===== src/rtl/mem_port_arbiter_if.sv =====
// Signal bundle between the two cache requesters, the memory-port arbiter and the backing memory.
// The arbiter connects through "master" (it masters the memory port); the environment uses "slave".
interface mem_port_arbiter_if #(
    parameter int ADDR_W = 32,
    parameter int DATA_W = 32,
    parameter int LINE_W = 128
);
    // Handshake: rN_req is a one-cycle pulse taken only when rN_busy=0 (or on the
    // completing edge); a refused pulse yields rN_overflow. mem_req is held with
    // stable mem_* until mem_ack is sampled high on clk or the wait times out.
    logic              r0_req;
    logic              r0_write;
    logic [ADDR_W-1:0] r0_addr;
    logic [DATA_W-1:0] r0_wdata;
    logic              r0_busy;
    logic              r0_done;
    logic              r0_err;
    logic              r0_overflow;
    logic [LINE_W-1:0] r0_rdata;

    logic              r1_req;
    logic              r1_write;
    logic [ADDR_W-1:0] r1_addr;
    logic [DATA_W-1:0] r1_wdata;
    logic              r1_busy;
    logic              r1_done;
    logic              r1_err;
    logic              r1_overflow;
    logic [LINE_W-1:0] r1_rdata;

    logic              mem_req;
    logic              mem_write;
    logic [ADDR_W-1:0] mem_addr;
    logic [DATA_W-1:0] mem_write_data;
    logic              mem_ack;
    logic [LINE_W-1:0] mem_read_data;

    logic              grant_id;
    logic [31:0]       grant_count0;
    logic [31:0]       grant_count1;
    logic [15:0]       timeout_count;
    logic [1:0]        state_dbg;

    modport master (
        input  r0_req, r0_write, r0_addr, r0_wdata,
        input  r1_req, r1_write, r1_addr, r1_wdata,
        output r0_busy, r0_done, r0_err, r0_overflow, r0_rdata,
        output r1_busy, r1_done, r1_err, r1_overflow, r1_rdata,
        output mem_req, mem_write, mem_addr, mem_write_data,
        input  mem_ack, mem_read_data,
        output grant_id, grant_count0, grant_count1, timeout_count, state_dbg
    );

    modport slave (
        output r0_req, r0_write, r0_addr, r0_wdata,
        output r1_req, r1_write, r1_addr, r1_wdata,
        input  r0_busy, r0_done, r0_err, r0_overflow, r0_rdata,
        input  r1_busy, r1_done, r1_err, r1_overflow, r1_rdata,
        input  mem_req, mem_write, mem_addr, mem_write_data,
        output mem_ack, mem_read_data,
        input  grant_id, grant_count0, grant_count1, timeout_count, state_dbg
    );
endinterface


===== src/rtl/mem_port_arbiter.sv =====
// Round-robin arbiter sharing one backing-memory port between two cache requesters,
// with per-port pending slots, a mem_req/mem_ack handshake with timeout, and counters.
module mem_port_arbiter #(
    parameter int ADDR_W  = 32,
    parameter int DATA_W  = 32,
    parameter int LINE_W  = 128,
    parameter int TIMEOUT = 64
) (
    input  logic                 clk,
    input  logic                 reset,
    mem_port_arbiter_if.master   bus
);
    localparam int CNT_W = (TIMEOUT > 2) ? $clog2(TIMEOUT) : 1;
    localparam logic [CNT_W-1:0] WAIT_LAST = CNT_W'(TIMEOUT - 1);

    typedef enum logic [1:0] {
        S_IDLE  = 2'd0,
        S_ISSUE = 2'd1,
        S_RESP  = 2'd2
    } state_t;

    state_t            state_q, state_d;
    logic [1:0]        req_in;
    logic              wr_in    [2];
    logic [ADDR_W-1:0] addr_in  [2];
    logic [DATA_W-1:0] wdata_in [2];

    logic [1:0]        slot_v;
    logic              slot_w   [2];
    logic [ADDR_W-1:0] slot_a   [2];
    logic [DATA_W-1:0] slot_d   [2];

    logic              last_q;
    logic              gid_q;
    logic              err_q;
    logic [CNT_W-1:0]  wait_q;
    logic              mem_write_q;
    logic [ADDR_W-1:0] mem_addr_q;
    logic [DATA_W-1:0] mem_wdata_q;
    logic [LINE_W-1:0] rdata_q  [2];
    logic [1:0]        ovf_q;
    logic [31:0]       gcount_q [2];
    logic [15:0]       tcount_q;

    logic              grant_go;
    logic              grant_port;
    logic              ack_go;
    logic              abort_go;
    logic [1:0]        completing;
    logic [1:0]        accept;

    assign req_in      = {bus.r1_req, bus.r0_req};
    assign wr_in[0]    = bus.r0_write;
    assign wr_in[1]    = bus.r1_write;
    assign addr_in[0]  = bus.r0_addr;
    assign addr_in[1]  = bus.r1_addr;
    assign wdata_in[0] = bus.r0_wdata;
    assign wdata_in[1] = bus.r1_wdata;

    // A slot frees on the RESP edge, so a pulse landing on that same edge refills it.
    assign completing[0] = (state_q == S_RESP) && !gid_q;
    assign completing[1] = (state_q == S_RESP) &&  gid_q;
    assign accept        = req_in & (~slot_v | completing);

    always_ff @(posedge clk or negedge reset) begin
        if (!reset) begin
            state_q <= S_IDLE;
        end else begin
            state_q <= state_d;
        end
    end

    always_comb begin
        state_d    = state_q;
        grant_go   = 1'b0;
        grant_port = 1'b0;
        ack_go     = 1'b0;
        abort_go   = 1'b0;
        case (state_q)
            S_IDLE: begin
                if (slot_v != 2'b00) begin
                    grant_go   = 1'b1;
                    grant_port = (slot_v == 2'b11) ? ~last_q : slot_v[1];
                    state_d    = S_ISSUE;
                end
            end
            S_ISSUE: begin
                if (bus.mem_ack) begin
                    ack_go  = 1'b1;
                    state_d = S_RESP;
                end else if (wait_q == WAIT_LAST) begin
                    abort_go = 1'b1;
                    state_d  = S_RESP;
                end
            end
            S_RESP:  state_d = S_IDLE;
            default: state_d = S_IDLE;
        endcase
    end

    always_ff @(posedge clk or negedge reset) begin
        if (!reset) begin
            slot_v      <= 2'b00;
            ovf_q       <= 2'b00;
            last_q      <= 1'b1;
            gid_q       <= 1'b0;
            err_q       <= 1'b0;
            wait_q      <= '0;
            mem_write_q <= 1'b0;
            mem_addr_q  <= '0;
            mem_wdata_q <= '0;
            tcount_q    <= '0;
            for (int n = 0; n < 2; n++) begin
                slot_w[n]   <= 1'b0;
                slot_a[n]   <= '0;
                slot_d[n]   <= '0;
                rdata_q[n]  <= '0;
                gcount_q[n] <= '0;
            end
        end else begin
            if (grant_go) begin
                gid_q       <= grant_port;
                mem_write_q <= slot_w[grant_port];
                mem_addr_q  <= slot_a[grant_port];
                mem_wdata_q <= slot_d[grant_port];
                err_q       <= 1'b0;
                wait_q      <= '0;
            end else if (state_q == S_ISSUE) begin
                wait_q <= wait_q + 1'b1;
            end

            if (ack_go && !mem_write_q) begin
                rdata_q[gid_q] <= bus.mem_read_data;
            end
            if (abort_go) begin
                err_q          <= 1'b1;
                rdata_q[gid_q] <= '0;
            end

            if (state_q == S_RESP) begin
                last_q <= gid_q;
                if (err_q) begin
                    if (tcount_q != 16'hFFFF) begin
                        tcount_q <= tcount_q + 16'd1;
                    end
                end else begin
                    gcount_q[gid_q] <= gcount_q[gid_q] + 32'd1;
                end
            end

            ovf_q <= req_in & ~accept;
            for (int n = 0; n < 2; n++) begin
                if (accept[n]) begin
                    slot_v[n] <= 1'b1;
                    slot_w[n] <= wr_in[n];
                    slot_a[n] <= addr_in[n];
                    slot_d[n] <= wdata_in[n];
                end else if (completing[n]) begin
                    slot_v[n] <= 1'b0;
                end
            end
        end
    end

    assign bus.mem_req        = (state_q == S_ISSUE);
    assign bus.mem_write      = mem_write_q;
    assign bus.mem_addr       = mem_addr_q;
    assign bus.mem_write_data = mem_wdata_q;

    assign bus.r0_busy     = slot_v[0];
    assign bus.r1_busy     = slot_v[1];
    assign bus.r0_done     = completing[0];
    assign bus.r1_done     = completing[1];
    assign bus.r0_err      = completing[0] & err_q;
    assign bus.r1_err      = completing[1] & err_q;
    assign bus.r0_overflow = ovf_q[0];
    assign bus.r1_overflow = ovf_q[1];
    assign bus.r0_rdata    = rdata_q[0];
    assign bus.r1_rdata    = rdata_q[1];

    assign bus.grant_id      = gid_q;
    assign bus.grant_count0  = gcount_q[0];
    assign bus.grant_count1  = gcount_q[1];
    assign bus.timeout_count = tcount_q;
    assign bus.state_dbg     = state_q;
endmodule

===== src/flat_wrapper.sv =====
// flat-port wrapper written by rule: the top's interface ports become plain ports
module mem_port_arbiter_flat 
#(
    parameter int ADDR_W  = 32,
    parameter int DATA_W  = 32,
    parameter int LINE_W  = 128,
    parameter int TIMEOUT = 64
)
  (clk, reset, bus_r0_req, bus_r0_write, bus_r0_addr, bus_r0_wdata, bus_r1_req, bus_r1_write, bus_r1_addr, bus_r1_wdata, bus_r0_busy, bus_r0_done, bus_r0_err, bus_r0_overflow, bus_r0_rdata, bus_r1_busy, bus_r1_done, bus_r1_err, bus_r1_overflow, bus_r1_rdata, bus_mem_req, bus_mem_write, bus_mem_addr, bus_mem_write_data, bus_mem_ack, bus_mem_read_data, bus_grant_id, bus_grant_count0, bus_grant_count1, bus_timeout_count, bus_state_dbg);
  mem_port_arbiter_if #(.ADDR_W(ADDR_W), .DATA_W(DATA_W), .LINE_W(LINE_W)) bus_i ();
  input  logic clk;
  input  logic reset;
  input wire logic [$bits(bus_i.r0_req)-1:0] bus_r0_req;
  input wire logic [$bits(bus_i.r0_write)-1:0] bus_r0_write;
  input wire logic [$bits(bus_i.r0_addr)-1:0] bus_r0_addr;
  input wire logic [$bits(bus_i.r0_wdata)-1:0] bus_r0_wdata;
  input wire logic [$bits(bus_i.r1_req)-1:0] bus_r1_req;
  input wire logic [$bits(bus_i.r1_write)-1:0] bus_r1_write;
  input wire logic [$bits(bus_i.r1_addr)-1:0] bus_r1_addr;
  input wire logic [$bits(bus_i.r1_wdata)-1:0] bus_r1_wdata;
  output wire logic [$bits(bus_i.r0_busy)-1:0] bus_r0_busy;
  output wire logic [$bits(bus_i.r0_done)-1:0] bus_r0_done;
  output wire logic [$bits(bus_i.r0_err)-1:0] bus_r0_err;
  output wire logic [$bits(bus_i.r0_overflow)-1:0] bus_r0_overflow;
  output wire logic [$bits(bus_i.r0_rdata)-1:0] bus_r0_rdata;
  output wire logic [$bits(bus_i.r1_busy)-1:0] bus_r1_busy;
  output wire logic [$bits(bus_i.r1_done)-1:0] bus_r1_done;
  output wire logic [$bits(bus_i.r1_err)-1:0] bus_r1_err;
  output wire logic [$bits(bus_i.r1_overflow)-1:0] bus_r1_overflow;
  output wire logic [$bits(bus_i.r1_rdata)-1:0] bus_r1_rdata;
  output wire logic [$bits(bus_i.mem_req)-1:0] bus_mem_req;
  output wire logic [$bits(bus_i.mem_write)-1:0] bus_mem_write;
  output wire logic [$bits(bus_i.mem_addr)-1:0] bus_mem_addr;
  output wire logic [$bits(bus_i.mem_write_data)-1:0] bus_mem_write_data;
  input wire logic [$bits(bus_i.mem_ack)-1:0] bus_mem_ack;
  input wire logic [$bits(bus_i.mem_read_data)-1:0] bus_mem_read_data;
  output wire logic [$bits(bus_i.grant_id)-1:0] bus_grant_id;
  output wire logic [$bits(bus_i.grant_count0)-1:0] bus_grant_count0;
  output wire logic [$bits(bus_i.grant_count1)-1:0] bus_grant_count1;
  output wire logic [$bits(bus_i.timeout_count)-1:0] bus_timeout_count;
  output wire logic [$bits(bus_i.state_dbg)-1:0] bus_state_dbg;
  assign bus_i.r0_req = bus_r0_req;
  assign bus_i.r0_write = bus_r0_write;
  assign bus_i.r0_addr = bus_r0_addr;
  assign bus_i.r0_wdata = bus_r0_wdata;
  assign bus_i.r1_req = bus_r1_req;
  assign bus_i.r1_write = bus_r1_write;
  assign bus_i.r1_addr = bus_r1_addr;
  assign bus_i.r1_wdata = bus_r1_wdata;
  assign bus_r0_busy = bus_i.r0_busy;
  assign bus_r0_done = bus_i.r0_done;
  assign bus_r0_err = bus_i.r0_err;
  assign bus_r0_overflow = bus_i.r0_overflow;
  assign bus_r0_rdata = bus_i.r0_rdata;
  assign bus_r1_busy = bus_i.r1_busy;
  assign bus_r1_done = bus_i.r1_done;
  assign bus_r1_err = bus_i.r1_err;
  assign bus_r1_overflow = bus_i.r1_overflow;
  assign bus_r1_rdata = bus_i.r1_rdata;
  assign bus_mem_req = bus_i.mem_req;
  assign bus_mem_write = bus_i.mem_write;
  assign bus_mem_addr = bus_i.mem_addr;
  assign bus_mem_write_data = bus_i.mem_write_data;
  assign bus_i.mem_ack = bus_mem_ack;
  assign bus_i.mem_read_data = bus_mem_read_data;
  assign bus_grant_id = bus_i.grant_id;
  assign bus_grant_count0 = bus_i.grant_count0;
  assign bus_grant_count1 = bus_i.grant_count1;
  assign bus_timeout_count = bus_i.timeout_count;
  assign bus_state_dbg = bus_i.state_dbg;
  mem_port_arbiter #(.ADDR_W(ADDR_W), .DATA_W(DATA_W), .LINE_W(LINE_W), .TIMEOUT(TIMEOUT)) u_core (.clk(clk), .reset(reset), .bus(bus_i));
endmodule

===== config.mk =====
export PLATFORM = sky130hd
export DESIGN_NAME = mem_port_arbiter_flat
export DESIGN_NICKNAME = d
export VERILOG_FILES = /design/src/rtl/mem_port_arbiter_if.sv /design/src/rtl/mem_port_arbiter.sv /design/src/flat_wrapper.sv
export SDC_FILE = /design/constraint.sdc
export NUM_CORES = 1
export LEC_CHECK = 0
export ABC_CLOCK_PERIOD_IN_PS = 3000
export CORE_AREA = 2 2 265 267
export DETAILED_ROUTE_END_ITERATION = 6
export DIE_AREA = 0 0 267 269
export SLEW_MARGIN = 40
export SYNTH_ARGS = -nofsm -noshare
export SYNTH_HDL_FRONTEND = slang
export SYNTH_SLANG_ARGS = --single-unit

===== constraint.sdc =====
create_clock -name clk -period 3 [get_ports clk]
set_input_delay 0.6 -clock clk [delete_from_list [all_inputs] [get_ports clk]]
set_output_delay 0.6 -clock clk [all_outputs]
set_load 0.05 [all_outputs]

# Word-level counts from Yosys, hierarchy flattened
# Index checks and enable logic that the tools add are counted.
[totals]
reg_bits = 546
word_cells = 105
[classes]
n_lt_le_gt_ge = 3
n_bitwise = 13
mux = 42
n_addsub = 3
reduce_logical = 15
n_eq_ne = 7
[op_table]
columns = ["operator", "count"]
rows = [
  ["$mux 256", 2],
  ["$mux 32", 10],
  ["$and 256x256->256", 1],
  ["$bwmux 256", 1],
  ["$not 256->256", 1],
  ["$demux 128 s1", 1],
  ["$mux 128", 1],
  ["$bwmux 64", 1],
  ["$add 32x1->32 const B", 1],
  ["$demux 32 s1", 1],
  ["$mux 1", 19],
  ["$add 16x1->16 const B", 1],
  ["$ne 16x16->1 const B", 1],
  ["$mux 6", 2],
  ["$reduce_bool 2->1", 5],
  ["$add 6x1->6 const B", 1],
  ["$eq 6x6->1 const B", 1],
  ["$mux 2", 3],
  ["$and 2x2->2", 2],
  ["$eq 2x2->1 const B", 2],
  ["$ge 2x2->1 const B", 2],
  ["$logic_and 1x1->1", 4],
  ["$not 1->2", 2],
  ["$not 2->2", 2],
  ["other kinds (12)", 16],
]

# Depth between registers and ports, before layout
# Gate-level depths: netlist of the first run.
[depth]
depth_word = 9
ltp_mapped = 11
mapped_depth_nobuf = 8

# Least setup slack after synthesis of the first run
# Ideal clock, no wire load.
[synth_timing]
path_type = "register to register"
start = "register u_core.gid_q (netlist: u_core.bus.grant_id)"
end = "register u_core.gcount_q (netlist bit u_core.bus.grant_count0[16])"
t_required_ns = 2.858
arrival_time_ns = 2.443
path_slack_ns = 0.415
stages_incl_launch_ff = 12
path_buffers = 3
path_cell_list = "dfrtp_1 buf_6 buf_6 buf_2 mux2i_1 inv_1 ha_1 nand3_1 nor4_4 nand2_2 or3b_1 xnor2_1"
[synth_between]
elab_chain_len = 6
elab_cells_between_ends = 11
cone_classes = "1 x add/sub; 2 x order compare; 6 x mux; 1 x bitwise; 1 x reduce/logical"
[synth_rtl]
columns = ["item", "line_no", "source"]
rows = [
  ["start: declaration", "mem_port_arbiter.sv:34", "logic gid_q;"],
  ["start signal: assignment", "mem_port_arbiter.sv:122", "gid_q <= grant_port;"],
  ["$not 1->2 (implied by the code) *", "mem_port_arbiter.sv:147", "gcount_q[gid_q] <= gcount_q[gid_q] + 32'd1;"],
  ["$mux 32 (implied by the code) (tied with other cells)", "mem_port_arbiter.sv:147", ""],
  ["$mux 32 (implied by the code) or $logic_and 1x1->1 (tied branches)", "mem_port_arbiter.sv:147", ""],
  ["$mux 32 (implied by the code)", "mem_port_arbiter.sv:147", ""],
  ["$add 32x1->32 or $demux 32 s1 (tied branches)", "mem_port_arbiter.sv:147", ""],
  ["$bwmux 64 *", "mem_port_arbiter.sv:147", ""],
  ["end signal: indexed assignment", "mem_port_arbiter.sv:147", ""],
  ["end: declaration", "mem_port_arbiter.sv:42", "logic [31:0] gcount_q [2];"],
]
# Every way passes the cells marked *; elsewhere a longest branch is shown, timed or not. The select of a mux whose other input is x is not followed.
# A chain may end at the register's enable or synchronous reset.

# Final worst setup path of the first run
[layout_timing]
start = "register u_core.gid_q (netlist: u_core.bus.grant_id)"
end = "output bus_r0_done"
[layout_between]
elab_chain_len = 2
[layout_rtl]
columns = ["item", "line_no", "source"]
rows = [
  ["$logic_not 1->1", "mem_port_arbiter.sv:61", "assign completing[0] = (state_q == S_RESP) && !gid_q;"],
  ["$logic_and 1x1->1", "mem_port_arbiter.sv:61", ""],
  ["end: declaration", "flat_wrapper.sv:22", "output wire logic [$bits(bus_i.r0_done)-1:0] bus_r0_done;"],
]
# Every way passes these cells.

==> impl_metrics.csv, run 1 <==
group,metric,value,unit
run,max_cap_viol_count,0,
worst_setup_path,worst_r2r_endpoint,"u_core.bus.grant_count0[26]",
yosys,synthesis.area,22500,sq um
route,drc,0,
yosys,yosys_most_used_dff,"dfrtp_1",
worst_setup_path,r2r_slack,0.54,ns
layout,layout.nets,3077,
yosys,synth_top_family_by_area,"simple AND/OR/NAND/NOR gates",
timing,fin_crit_sh,95.4,%
yosys,async_reset_ff_share,100,%
yosys,synth-xor-area-share,2.96,%
hold_path,hold_path.startpoint,"u_core.last_q",
route,vias,18500,
worst_setup_path,cp-startpoint,"u_core.bus.grant_id",
timing,max_freq,349,MHz
hold_path,hold-path-cell-count,2,
clock_network,worstSkewPairLatency,0.61,ns
timing,tightest_slew,0.780,ns
global_routing,grtUsageTotal,20.5,%
timing,worst_slew_margin_rel,47.5,%
placement,pre_cts_ws,0.509,ns
timing,rsz0062_at_grt,"no",
die,die_y,269,microns
power_and_ir_drop,power_leakage,0.0144,uW
timing,final.min_clock_period,2.86,ns
timing,setup_viol,0,
worst_setup_path,cp.required,2.40,ns
placement,io_buffers,675,
worst_setup_path,start_kind,"flop",
hold_path,hold_path_class,"reg -> reg",
die,dieArea,71800,sq um
worst_setup_path,cp-end-kind,"primary output",
clock_network,root_buffer,"clkbuf_16",
die,io_pins,676,
power_and_ir_drop,pwr_density_cell,1160,nW/um^2
yosys,yosysWarnings,0,
worst_setup_path,cp_slowest_cell,"clkdlybuf4s50_1",
die,fp-row-count,97,
yosys,syn-instance-count,2125,
clock_network,cts_setup_buffers,0,
layout,area_growth,46.4,%
die,core-area,69300,sq um
global_routing,antenna_found_initial,10,
route,wl_per_cell,19.9,microns
worst_setup_path,critPathMaxFanout,32,
route,viasPerCell,4.86,
global_routing,grt_max_degree,131,
yosys,synth_mux_area_share,9.75,%
worst_setup_path,reg2reg_from,"u_core.bus.grant_id",
clock_network,clk_pin_slew_worst_paths,0.06,ns
worst_setup_path,crit_path_cell_trace,"nor2_1, clkdlybuf4s50_1",
timing,tns,0,ns
timing,drv_slew,0,
power_and_ir_drop,total_power,38200,uW
route,drt-total-wl,75.6,mm
timing,whs,0.465,ns
yosys,synthAdderAreaFrac,0.167,%
worst_setup_path,timing_worst_setup_path_type,"reg -> out",
clock_network,cts_buffer_depth,3,
worst_setup_path,cp.arrival,2.26,ns
route,antenna_left,0,
run_status,status,"complete, no violations",
yosys,synth-simple-area-share,14.8,%
power_and_ir_drop,peakVddDrop,693,uV
placement,dp_hpwl,55.6,mm
route,dr.pass1.iters,7,
yosys,synth_cell_types,56,
clock_network,tritoncts,"built",
timing,hold_viol,0,
yosys,synth_compound_area_share,8.60,%
yosys,seq_area_frac_synth,60.8,%
clock_network,cts.htree.levels,2,
die,start_util,32.4,%
global_routing,grt_pass1_wl,114,mm
worst_setup_path,critPathMaxStageDelay,0.83,ns
yosys,synth_edf_count,0,
layout,drive_gt1_share,12.0,%
placement,gp_congestion,0.843,
yosys,synth_nets,2391,
hold_path,min_to,"u_core.last_q",
route,drt_iter0_drc,1263,
clock_network,clock_sinks,546,
yosys,avgSynthCellArea,10.6,sq um
die,die_x,267,microns
global_routing,grt_overflow,0,
timing,skew,0.0146,ns
global_routing,grt_pass1_vias,19000,
clock_network,numCtsBuffers,61,
timing,layout_setup_ws,0.139,ns
worst_setup_path,reg2reg_depth,7,
yosys,ys_seq_elements,546,
==> cells in the final DEF, fill, tap and decap left out, types with 7 or more instances in the layout <==
master           netlist  routed
inv_1                 10      10
clkbuf_8               0      18
mux2_2               135     135
nand2_1              625     624
clkbuf_16              0      61
nand3_1               47      46
xnor2_1               42      42
a21oi_1              257     257
dfrtp_1              545     544
xor2_1                34      34
nor3_1                10      10
buf_12                 0      28
clkdlybuf4s50_1        0     670
buf_4                  1      51
nand4_1               23      23
mux2i_1               67      67
clkinv_2               0      12
nand3b_1              15      15
nor2_1                30      30
o21ai_0               82      82
clkbuf_1              45       7
==> cell type report <==
cell class                      instances  area [sq um]
Fill cell                            6315         36400
Sequential cell                       546         13700
Multi-Input combinational cell       1438          8200
Timing Repair Buffer                  753          7690
Clock buffer                           86          1800
Tap cell                              940          1180
Clock inverter                         26           310
Inverter                               11          41.3
Antenna cell                            2          5.00
==> report_power, final <==
| part | total (uW) | leakage [uW] | internal [uW] | switching [uW] |
|---|---|---|---|---|
| logic | 18200 | 0.00641 | 6440 | 11800 |
| clock network | 7780 | 0.00104 | 4680 | 3090 |
| registers | 12100 | 0.00692 | 10300 | 1830 |
| total | 38200 | 0.0144 | 21400 | 16700 |
==> how the worst max path moves through the flow <==
| stage | endpoint | cells after the start |
|---|---|---|
| floorplan | u_core.bus.grant_count0[16] | 11 |
| global placement | u_core.bus.r1_rdata[22] | 6 |
| detailed placement | u_core.bus.r1_rdata[75] | 5 |
| CTS | bus_r0_done | 2 |
| global route | bus_r0_done | 3 |
| finish | bus_r0_done | 2 |
==> kinds of logic after synthesis <==
| logic type | after synthesis |
|---|---|
| AO/OA/AOI/OAI | 368 |
| XOR/XNOR | 76 |
| adder cells (fa/ha/maj) | 3 |
| buffers and inverters | 141 |
| flip-flops | 546 |
| multiplexers | 202 |
| AND/OR/NAND/NOR | 789 |
==> critical path: cells and delay by family (launching register included) <==
family,cells,cell delay [ns]
buffers and inverters,1,0.83
DFF,1,0.60
and+or+nand+nor,1,0.22
==> cell usage after synthesis (all sizes together) (11+ instances only) <==
library cell / n / area [sq um]
nand3b: 15 / 113
nand2: 626 / 2350
nor2: 31 / 119
buf: 84 / 434
mux2i: 67 / 671
nor3: 11 / 60.1
o21ai: 83 / 415
nand4: 24 / 156
clkbuf: 46 / 174
xnor2: 42 / 368
nand3: 48 / 245
mux2: 135 / 1520
a21oi: 257 / 1290
dfrtp: 545 / 13600
xor2: 34 / 298
==> registers in the layout (all words and copies together), names as in the netlist, 16 cells and up <==
| register | count |
|---|---|
| u_core.bus.grant_count0 | 32 |
| u_core.bus.grant_count1 | 32 |
| u_core.bus.mem_addr | 32 |
| u_core.bus.mem_write_data | 32 |
| u_core.bus.r0_rdata | 128 |
| u_core.bus.r1_rdata | 128 |
| u_core.bus.timeout_count | 16 |
| u_core.slot_a | 64 |
| u_core.slot_d | 64 |
==> stage by stage <==
step | util, % | std cells | cell area (sq um)
final | 47.5 | 3802 | 32900
after global routing | 47.5 | 3801 | 32900
after CTS | 47.5 | 3800 | 32900
after detailed placement | 44.4 | 3687 | 30800
after global placement | 44.4 | 3687 | 30800
after floorplan | - | 2125 | 22500
==> what timing repair did <==
action,4_1_cts,5_1_grt
endpoints found under the hold margin,15,0
endpoints found under the setup margin,2,0
hold buffers,1,0
gates resized for setup,2,0
==> per-layer routing <==
metal | routed length (microns) | global-route usage, %
met1 | 29300 | 24.1
met4 | 2340 | 6.73
met2 | 37600 | 35.4
met5 | 112 | 0
met3 | 6310 | 6.57
No activity file was read; power rests on OpenSTA's default activity.
==> run 2, diff against run 1 <==
--- a/config.mk
+++ b/config.mk
@@ -9,6 +9,7 @@
 export CORE_AREA = 2 2 265 267
 export DETAILED_ROUTE_END_ITERATION = 6
 export DIE_AREA = 0 0 267 269
+export SETUP_SLACK_MARGIN = 0.2
 export SLEW_MARGIN = 40
 export SYNTH_ARGS = -nofsm -noshare
 export SYNTH_HDL_FRONTEND = slang
==> run 2 against run 1 <==
  * Clock-buffer cell count did not move
  * First-iteration DRC count rose by 1.9%
  * Clock skew rose by 0.0017 ns
  * Global-route usage did not move
  * Utilization barely moved
  * Sequential share of layout area barely moved
  * Clock power barely moved
  * Sequential power barely moved
  * Largest power group unchanged
  * Highest routed layer unchanged
==> impl_metrics.csv, run 2 (same netlist as run 1, synthesis figures left out) <==
group,metric,value,unit
timing,max_freq,370,MHz
worst_setup_path,cp_slowest_cell,"clkdlybuf4s50_1",
route,drt_iter0_drc,1287,
layout,final_core_util,47.5,%
clock_network,clock_sinks,546,
timing,worst_slew_margin_rel,47.4,%
run,max_cap_viol_count,0,
global_routing,grt_overflow,0,
route,antenna_left,0,
run_status,status,"complete, no violations",
route,dr.pass1.iters,5,
worst_setup_path,crit_path_cell_trace,"clkdlybuf4s50_1",
route,drc,0,
clock_network,numCtsBuffers,61,
route,viasPerCell,4.87,
clock_network,tritoncts,"built",
timing,tns,0,ns
route,wl_per_cell,19.9,microns
global_routing,grt_pass1_vias,19000,
global_routing,grt_max_degree,131,
hold_path,hold_path_class,"reg -> reg",
placement,gp_congestion,0.843,
layout,nFillCells,6321,
timing,fin_crit_sh,90.0,%
clock_network,cts_buffer_depth,3,
worst_setup_path,start_kind,"flop",
power_and_ir_drop,peakVddDrop,692,uV
placement,io_buffers,675,
die,io_pins,676,
placement,place_inst,3687,
die,die_x,267,microns
die,die_y,269,microns
placement,place_area,30800,sq um
clock_network,cts.htree.levels,2,
worst_setup_path,cp.arrival,2.10,ns
layout,fin_cells,3802,
global_routing,grtUsageTotal,20.5,%
power_and_ir_drop,power_leakage,0.0144,uW
worst_setup_path,crit_buf_inv,1,
timing,rsz0062_at_grt,"no",
worst_setup_path,critPathMaxFanout,7,
layout,fin_area,32900,sq um
layout,layout.nets,3077,
clock_network,root_buffer,"clkbuf_16",
die,dieArea,71800,sq um
route,drt-total-wl,75.6,mm
clock_network,clk_pin_slew_worst_paths,0.06,ns
timing,drv_slew,0,
global_routing,grt_pass1_wl,114,mm
route,vias,18500,
power_and_ir_drop,pwr_density_cell,1160,nW/um^2
worst_setup_path,r2r_slack,0.58,ns
timing,setup_viol,0,
timing,hold_viol,0,
global_routing,antenna_found_initial,10,
timing,layout_setup_ws,0.300,ns
timing,skew,0.0162,ns
layout,final_cell_mix,"clkdlybuf4s50_1, nand2_1, dfrtp_1, a21oi_1, mux2_2",
layout,drive_gt1_share,12.0,%
placement,pre_cts_ws,0.509,ns
placement,dp_hpwl,55.6,mm
die,start_util,32.4,%
timing,final.min_clock_period,2.70,ns
worst_setup_path,cp-end-kind,"primary output",
die,core-area,69300,sq um
timing,tightest_slew,0.782,ns
layout,area_growth,46.4,%
clock_network,worstSkewPairLatency,0.61,ns
layout,multiInputGateArea,8200,sq um
die,fp-row-count,97,
worst_setup_path,timing_worst_setup_path_type,"reg -> out",
worst_setup_path,critPathMaxStageDelay,0.89,ns
worst_setup_path,cp.required,2.40,ns
layout,mostFrequentLayoutCell,"clkdlybuf4s50_1",
worst_setup_path,cp_top_family,"buffers and inverters",
layout,seq_area,13700,sq um
==> run 2: cell types whose count changed in the layout (fill, tap and decap cells not counted), sizes merged <==
cell	previous run	this run
clkdlybuf4s50	670	668
clkbuf	86	88
==> run 2: what timing repair did <==
action | CTS | global route
gates cloned | 0 | 0
resized for setup | 5 | 4
setup buffers | 0 | 0
setup endpoints to repair | 5 | 2
hold buffers | 1 | 0
hold endpoints to repair | 15 | 0
==> run 2: worst paths after layout <==
check | start | endpoint | cells past startpoint
min in group asynchronous | reset | u_core.slot_a[24] | 2
hold / removal | u_core.last_q | u_core.last_q | 2
setup reg to reg | u_core.bus.grant_id | u_core.bus.grant_count1[31] | 5
hold reg to reg | u_core.last_q | u_core.last_q | 2
setup / recovery | u_core.slot_v[1] | bus_r1_busy | 1
max in group asynchronous | reset | u_core.bus.r0_rdata[74] | 3
==> run 2: per-stage QoR <==
step / hold slack (ns) / power, uW
6_report: 0.465 / 38200
3_3_place_gp: 0.452 / 30300
4_1_cts: 0.464 / 38600
3_5_place_dp: 0.455 / 30700
2_1_floorplan: 0.304 / 23600
5_1_grt: 0.489 / 40100
==> run 2: cell type report <==
type | count | area share (%)
clock buffers | 86 | 5.47
clock inverters | 26 | 0.944
inverters | 11 | 0.126
diodes | 2 | 0.0152
multi-input cells | 1438 | 24.9
well taps | 940 | 3.58
flip-flops and latches | 546 | 41.6
repair buffers | 753 | 23.4
==> run 2: report_power, final <==
| part | internal [uW] | switching (uW) | leakage, uW |
|---|---|---|---|
| logic | 6430 | 11800 | 0.00641 |
| registers | 10300 | 1830 | 0.00692 |
| clock network | 4680 | 3090 | 0.00104 |
| total | 21400 | 16700 | 0.0144 |
==> run 2: per-layer routing <==
metal / vias to the layer above / GRT usage [%] / share of wire (%)
li1: 8507 / - / -
met4: 16 / 6.73 / 3.1
met3: 144 / 6.57 / 8.5
met2: 717 / 35.4 / 50
met5: - / 0 / 0.14
met1: 9133 / 24.1 / 39
